**src/rtl/wb_slave_regfile.sv**
```systemverilog
// Pipelined Wishbone B4 slave register file: read-only ID at word 0, byte-lane writes,
// configurable response latency and outstanding-request limit.
module wb_slave_regfile #(
  parameter int          ADDR_WIDTH      = 16,
  parameter int          DATA_WIDTH      = 32,
  parameter int          GRANULE         = 8,
  parameter int          REGISTER_NUM    = 16,
  parameter int          LATENCY         = 1,
  parameter int          MAX_OUTSTANDING = 4,
  parameter logic [31:0] ID_VALUE        = 32'hB0B0_0001,
  localparam int         SEL_WIDTH       = DATA_WIDTH / GRANULE
) (
  input  logic                  clk_i,
  input  logic                  rst_i,
  input  logic                  cyc_i,
  input  logic                  stb_i,
  input  logic                  we_i,
  input  logic [ADDR_WIDTH-1:0] adr_i,
  input  logic [DATA_WIDTH-1:0] dat_i,
  input  logic [SEL_WIDTH-1:0]  sel_i,
  output logic [DATA_WIDTH-1:0] dat_o,
  output logic                  ack_o,
  output logic                  err_o,
  output logic                  stall_o
);

  localparam int IDX_W = $clog2(REGISTER_NUM);
  localparam int CNT_W = $clog2(MAX_OUTSTANDING + 1);

  function automatic logic [DATA_WIDTH-1:0] merge_lanes(
    input logic [DATA_WIDTH-1:0] old_w,
    input logic [DATA_WIDTH-1:0] new_w,
    input logic [SEL_WIDTH-1:0]  sel
  );
    logic [DATA_WIDTH-1:0] res;
    res = old_w;
    for (int k = 0; k < SEL_WIDTH; k++) begin
      if (sel[k]) res[k*GRANULE +: GRANULE] = new_w[k*GRANULE +: GRANULE];
    end
    return res;
  endfunction

  logic [DATA_WIDTH-1:0] regs [REGISTER_NUM];
  logic [CNT_W-1:0]      outstanding;
  logic                  accept;
  logic                  in_range;
  logic                  dec_err;
  logic                  resp;
  logic [IDX_W-1:0]      idx;
  logic [DATA_WIDTH-1:0] rd_data;

  logic                  vld_p [LATENCY];
  logic                  err_p [LATENCY];
  logic [DATA_WIDTH-1:0] dat_p [LATENCY];

  // Request decode, evaluated against the registered outstanding count
  assign stall_o  = (outstanding >= CNT_W'(MAX_OUTSTANDING));
  assign accept   = cyc_i & stb_i & ~stall_o;
  assign in_range = (adr_i < ADDR_WIDTH'(REGISTER_NUM));
  assign dec_err  = ~in_range | (we_i & (adr_i == '0));
  assign idx      = adr_i[IDX_W-1:0];

  always_comb begin
    rd_data = '0;
    if (in_range) begin
      if (idx == '0) rd_data = DATA_WIDTH'(ID_VALUE);
      else           rd_data = regs[idx];
    end
  end

  always_ff @(posedge clk_i) begin
    if (rst_i) begin
      for (int i = 0; i < REGISTER_NUM; i++) regs[i] <= '0;
    end else if (accept & we_i & ~dec_err) begin
      regs[idx] <= merge_lanes(regs[idx], dat_i, sel_i);
    end
  end

  // Response pipe: stage 0 loads at accept; dropping cyc_i abandons everything in flight
  always_ff @(posedge clk_i) begin
    if (rst_i | ~cyc_i) begin
      for (int i = 0; i < LATENCY; i++) vld_p[i] <= 1'b0;
    end else begin
      vld_p[0] <= accept;
      for (int i = 1; i < LATENCY; i++) vld_p[i] <= vld_p[i-1];
    end
  end

  always_ff @(posedge clk_i) begin
    err_p[0] <= dec_err;
    dat_p[0] <= we_i ? '0 : rd_data;
    for (int i = 1; i < LATENCY; i++) begin
      err_p[i] <= err_p[i-1];
      dat_p[i] <= dat_p[i-1];
    end
  end

  // Output stage
  assign resp  = vld_p[LATENCY-1];
  assign ack_o = resp & ~err_p[LATENCY-1];
  assign err_o = resp &  err_p[LATENCY-1];
  assign dat_o = ack_o ? dat_p[LATENCY-1] : '0;

  always_ff @(posedge clk_i) begin
    if (rst_i | ~cyc_i) begin
      outstanding <= '0;
    end else begin
      case ({accept, resp})
        2'b10:   outstanding <= outstanding + 1'b1;
        2'b01:   outstanding <= outstanding - 1'b1;
        default: outstanding <= outstanding;
      endcase
    end
  end

endmodule

```
**config.mk**
```make
export PLATFORM = sky130hd
export DESIGN_NAME = wb_slave_regfile
export DESIGN_NICKNAME = d
export VERILOG_FILES = /design/src/rtl/wb_slave_regfile.sv
export SDC_FILE = /design/constraint.sdc
export NUM_CORES = 1
export LEC_CHECK = 0
export CORE_ASPECT_RATIO = 0.6
export CORE_MARGIN = 2
export CORE_UTILIZATION = 55
export CTS_BUF_LIST = sky130_fd_sc_hd__clkbuf_4 sky130_fd_sc_hd__clkbuf_8
export CTS_CLUSTER_DIAMETER = 40
export DETAILED_ROUTE_END_ITERATION = 8
export GPL_TIMING_DRIVEN = 0
export PLACE_DENSITY_LB_ADDON = 0.15
export SYNTH_ARGS = -nofsm -noshare
export SYNTH_HDL_FRONTEND = slang
export SYNTH_SLANG_ARGS = --single-unit
```
**constraint.sdc**
```tcl
create_clock -name clk_i -period 3.1 [get_ports clk_i]
set_clock_uncertainty 0.15 [all_clocks]
set_input_delay 0.465 -clock clk_i [delete_from_list [all_inputs] [get_ports clk_i]]
set_output_delay 0.465 -clock clk_i [all_outputs]
set_load 0.02 [all_outputs]
```
==> flow_summary.json <==
{
  "result_of_the_run": "finished, violations left",
  "failing_checks": "negative setup slack",
  "p_int_mw": 12.07,
  "grt.met3_usage_pct": 15.68,
  "grt_remaining_overflow": 0,
  "critPathKind": "in2reg",
  "clk_network_pwr_share_pct": 38.2,
  "post-synth-top-area-cell": "edfxtp_1",
  "synth_enable_flop_cells": 512,
  "yosysSeqAreaShare_pct": 63.11,
  "seq_area_um2": 16120,
  "placed_cells": 2719,
  "switching_share_pct": 25.52,
  "globalRouteMet1Util_pct": 56.06,
  "use_met2_pct": 52.88,
  "timing.rr.start": "outstanding[2]",
  "timing.hold.worst_endpoint": "err_p[0]",
  "post-dp-hpwl_um": 60430,
  "cts.sinks": 549,
  "seq_power_share_pct": 51.8,
  "remaining_drc_errors": 0,
  "synth_top_area_share_pct": 60.21,
  "synth.ff_latch_count": 549,
  "power.net_switching_mw": 4.137,
  "initial_antenna_violation_count": 3,
  "synth_top_cells_by_count": "edfxtp_1, nor4_1, mux2i_1",
  "drt.antenna.violating_nets": 0,
  "ys_dominant_reg_cell": "edfxtp_1",
  "slowest_stage_delay_on_critical_path_ps": 920,
  "worstSetupStartpointType": "input port",
  "detailedRoute.firstIterationViolations": 4128,
  "cap_violations": 0,
  "vias_per_cell": 7.010,
  "postPlaceCellArea_um2": 27700,
  "clock_root_buffer_master": "clkbuf_8",
  "max_clock_freq_ghz": 0.3174,
  "powerDensity_nw_per_um2": 547.3,
  "clock_latency_ps": 670,
  "final-max-slew-violation-count": 0,
  "hold_buffers": 0,
  "hold_path_depth": 4,
  "final-hold-violation-count": 0,
  "syn_area_per_cell_um2": 13.07,
  "start_util_pct": 55.40,
  "worst_setup_hold_path_clk_slew_ps": 70,
  "crit_family": "buffers and inverters",
  "synth.most_common_cell": "edfxtp_1",
  "reg2reg_to": "regs[1][27]",
  "die-area_um2": 48230,
  "hold_ws_ps": 127.6,
  "synth_async_sr_flop_share_pct": 0,
  "drive_gt1_share_pct": 14.99,
  "crit_top_cell": "buf_2",
  "critical_path_required_ps": 3310,
  "critPathCaptureType": "register",
  "final-setup-viol-count": 12,
  "final-instance-count-excl-fill": 2873,
  "post_synth_main_area_contributors": "edfxtp_1, mux2i_1, nor4_1",
  "max-slew-margin-rel_pct": 21.13,
  "syn_to_final_growth_pct": 15.96,
  "syn_area_um2": 25540,
  "routed-via-count": 20140,
  "cts-buffers-inserted": 79,
  "io_port_bufs": 88,
  "hp-start": "adr_i[3]",
  "worstPathCellList": "buf_2, nor2_2, clkdlybuf4s15_1, a22oi_1, a21oi_1, buf_2, nor4_1",
  "pin_count_of_the_biggest_net_entering_global_routing": 22,
  "fp-row-count": 61,
  "cts_tree": "yes",
  "worstHoldPathType": "in2reg",
  "n_fill_cell": 3484,
  "final.period_utilization_pct": 101.6,
  "drt_pass1_iterations": 8,
  "utilization_after_layout_pct": 64.24,
  "timing.reg2reg.worst_path_depth": 7,
  "worstPathBufferInverterCount": 3,
  "ctsHtreeMaxLevel": 3,
  "postLayoutSetupSlackWorst_ps": -50.86,
  "peakVddDrop_mv": 0.3514,
  "period_needed_ps": 3151,
  "synthesis.yosys.warnings": 0,
  "grt_pass1_wl_um": 130500,
  "biggest_fanout_along_the_worst_timing_path": 10,
  "area_of_combinational_cells_with_multiple_inputs_um2": 8638,
  "globalRoute.busiestLayer": "met1",
  "final_area_um2": 29610,
  "worst-r2r-setup-slack_ps": 180,
  "first_global_vias": 18840,
  "synthCells": 1954,
  "final_gp_congestion": 0.9434,
  "ys_types": 33,
  "routed_wirelength_um": 93530,
  "worst_slew_pin_slew_ps": 1183,
  "num_io_pins": 92,
  "core_area_um2": 46100,
  "power.static_leakage_nw": 10.65,
  "post-place-ws_ps": -865.4,
  "die_y_um": 170.9,
  "timing.critical_path.slowest_stage_cell": "clkdlybuf4s15_1",
  "layout.nets": 2236,
  "globalRouteTotalUtil_pct": 38.87,
  "cts_buffer_depth": 3,
  "drt-wirelength-per-cell_um": 32.55,
  "chip_width_um": 282.2,
  "worst_path_arrival_time_ps": 3360,
  "combinationalPowerShare_pct": 10.0
}
[what timing repair did]
item | 4_1_cts | 5_1_grt
resized for setup | 19 | 51
setup endpoints to repair | 206 | 652
setup buffers | 1 | 7
[cells in the final DEF, fill, tap and decap left out, types with 5 or more instances in the layout]
cell type          n
clkbuf_8          92
a21oi_1           98
nor3_1            71
dfxtp_1           37
and2_1            34
edfxtp_1         512
nand2b_1           9
clkbuf_2           9
clkbuf_4          39
a211oi_1           7
buf_1              8
a22oi_1          128
mux2i_1          256
nand2b_4          13
conb_1            32
buf_2             94
nor4_2            21
inv_1              5
or2_2              6
nand2_1           24
nor2b_1           34
clkinv_1          11
buf_12            16
nand3_1           25
nand3b_1          26
buf_4             25
clkdlybuf4s50_1   85
nor4_1           407
clkbuf_1          80
[sequential cells by signal, summed over array words and instances, names as in the netlist]
signal	count
regs	512
dat_p	32
outstanding	3
err_p	1
vld_p	1
[per-stage QoR]
step	TNS [ps]	power, mW
final	-348.3	16.21
after global routing	-1.282	16.51
after CTS	-4320	16.03
after detailed placement	-510100	10.07
after global placement	-1041160	9.997
after floorplan	0	9.427
[kinds of logic (layout without fill, tap and decap cells)]
logic type | Yosys count | count (layout) | share of synthesized area [%]
flops | 549 | 549 | 63.11
fa+ha+maj | 2 | 2 | 0.1274
simple gates | 686 | 686 | 16.66
xor+xnor | 2 | 2 | 0.06861
other cells | 1 | 34 | 0.01468
buf+inv | 224 | 480 | 4.081
compound gates | 234 | 234 | 5.909
mux | 256 | 256 | 10.03
[worst register-to-register path: stages, from the launching register on]
cell and delay, ps:
dfxtp_1 340, nand4bb_4 230, clkbuf_1 210, buf_2 220, nor4_1 260, nand2_1 350, clkbuf_2 470, nor4_1 480
[layout make-up]
class	count	share of cell area (%)
tap	630	2.662
sequential	549	54.42
buffer	218	3.596
multi-input combinational	1212	29.17
antenna	2	0.01690
clock inverter	18	0.4521
timing repair buffer	112	4.475
clock buffer	127	5.142
inverter	5	0.06338
[routing by layer]
metal | part of all wire (%) | wire [um]
met1 | 37 | 34960
met5 | 0.043 | 40
met2 | 40 | 37270
met3 | 19 | 17570
met4 | 3.9 | 3683
[power groups by stage]
stage / clock network [mW] / logic (mW) / registers, mW
after floorplan: 0 / 0.889 / 8.54
final: 6.19 / 1.62 / 8.40
after CTS: 6.12 / 1.52 / 8.40
after detailed placement: 0 / 1.52 / 8.55
after global routing: 6.43 / 1.67 / 8.41
after global placement: 0 / 1.43 / 8.57
[worst max-delay path by stage]
stage | from | endpoint | cells past startpoint
floorplan | adr_i[1] | regs[4][0] | 7
global placement | adr_i[2] | regs[2][18] | 6
detailed placement | adr_i[2] | regs[2][5] | 7
CTS | adr_i[2] | regs[3][18] | 7
global route | vld_p[0] | dat_o[29] | 4
finish | adr_i[0] | regs[8][19] | 7
Power figures use the tool's default switching activity.
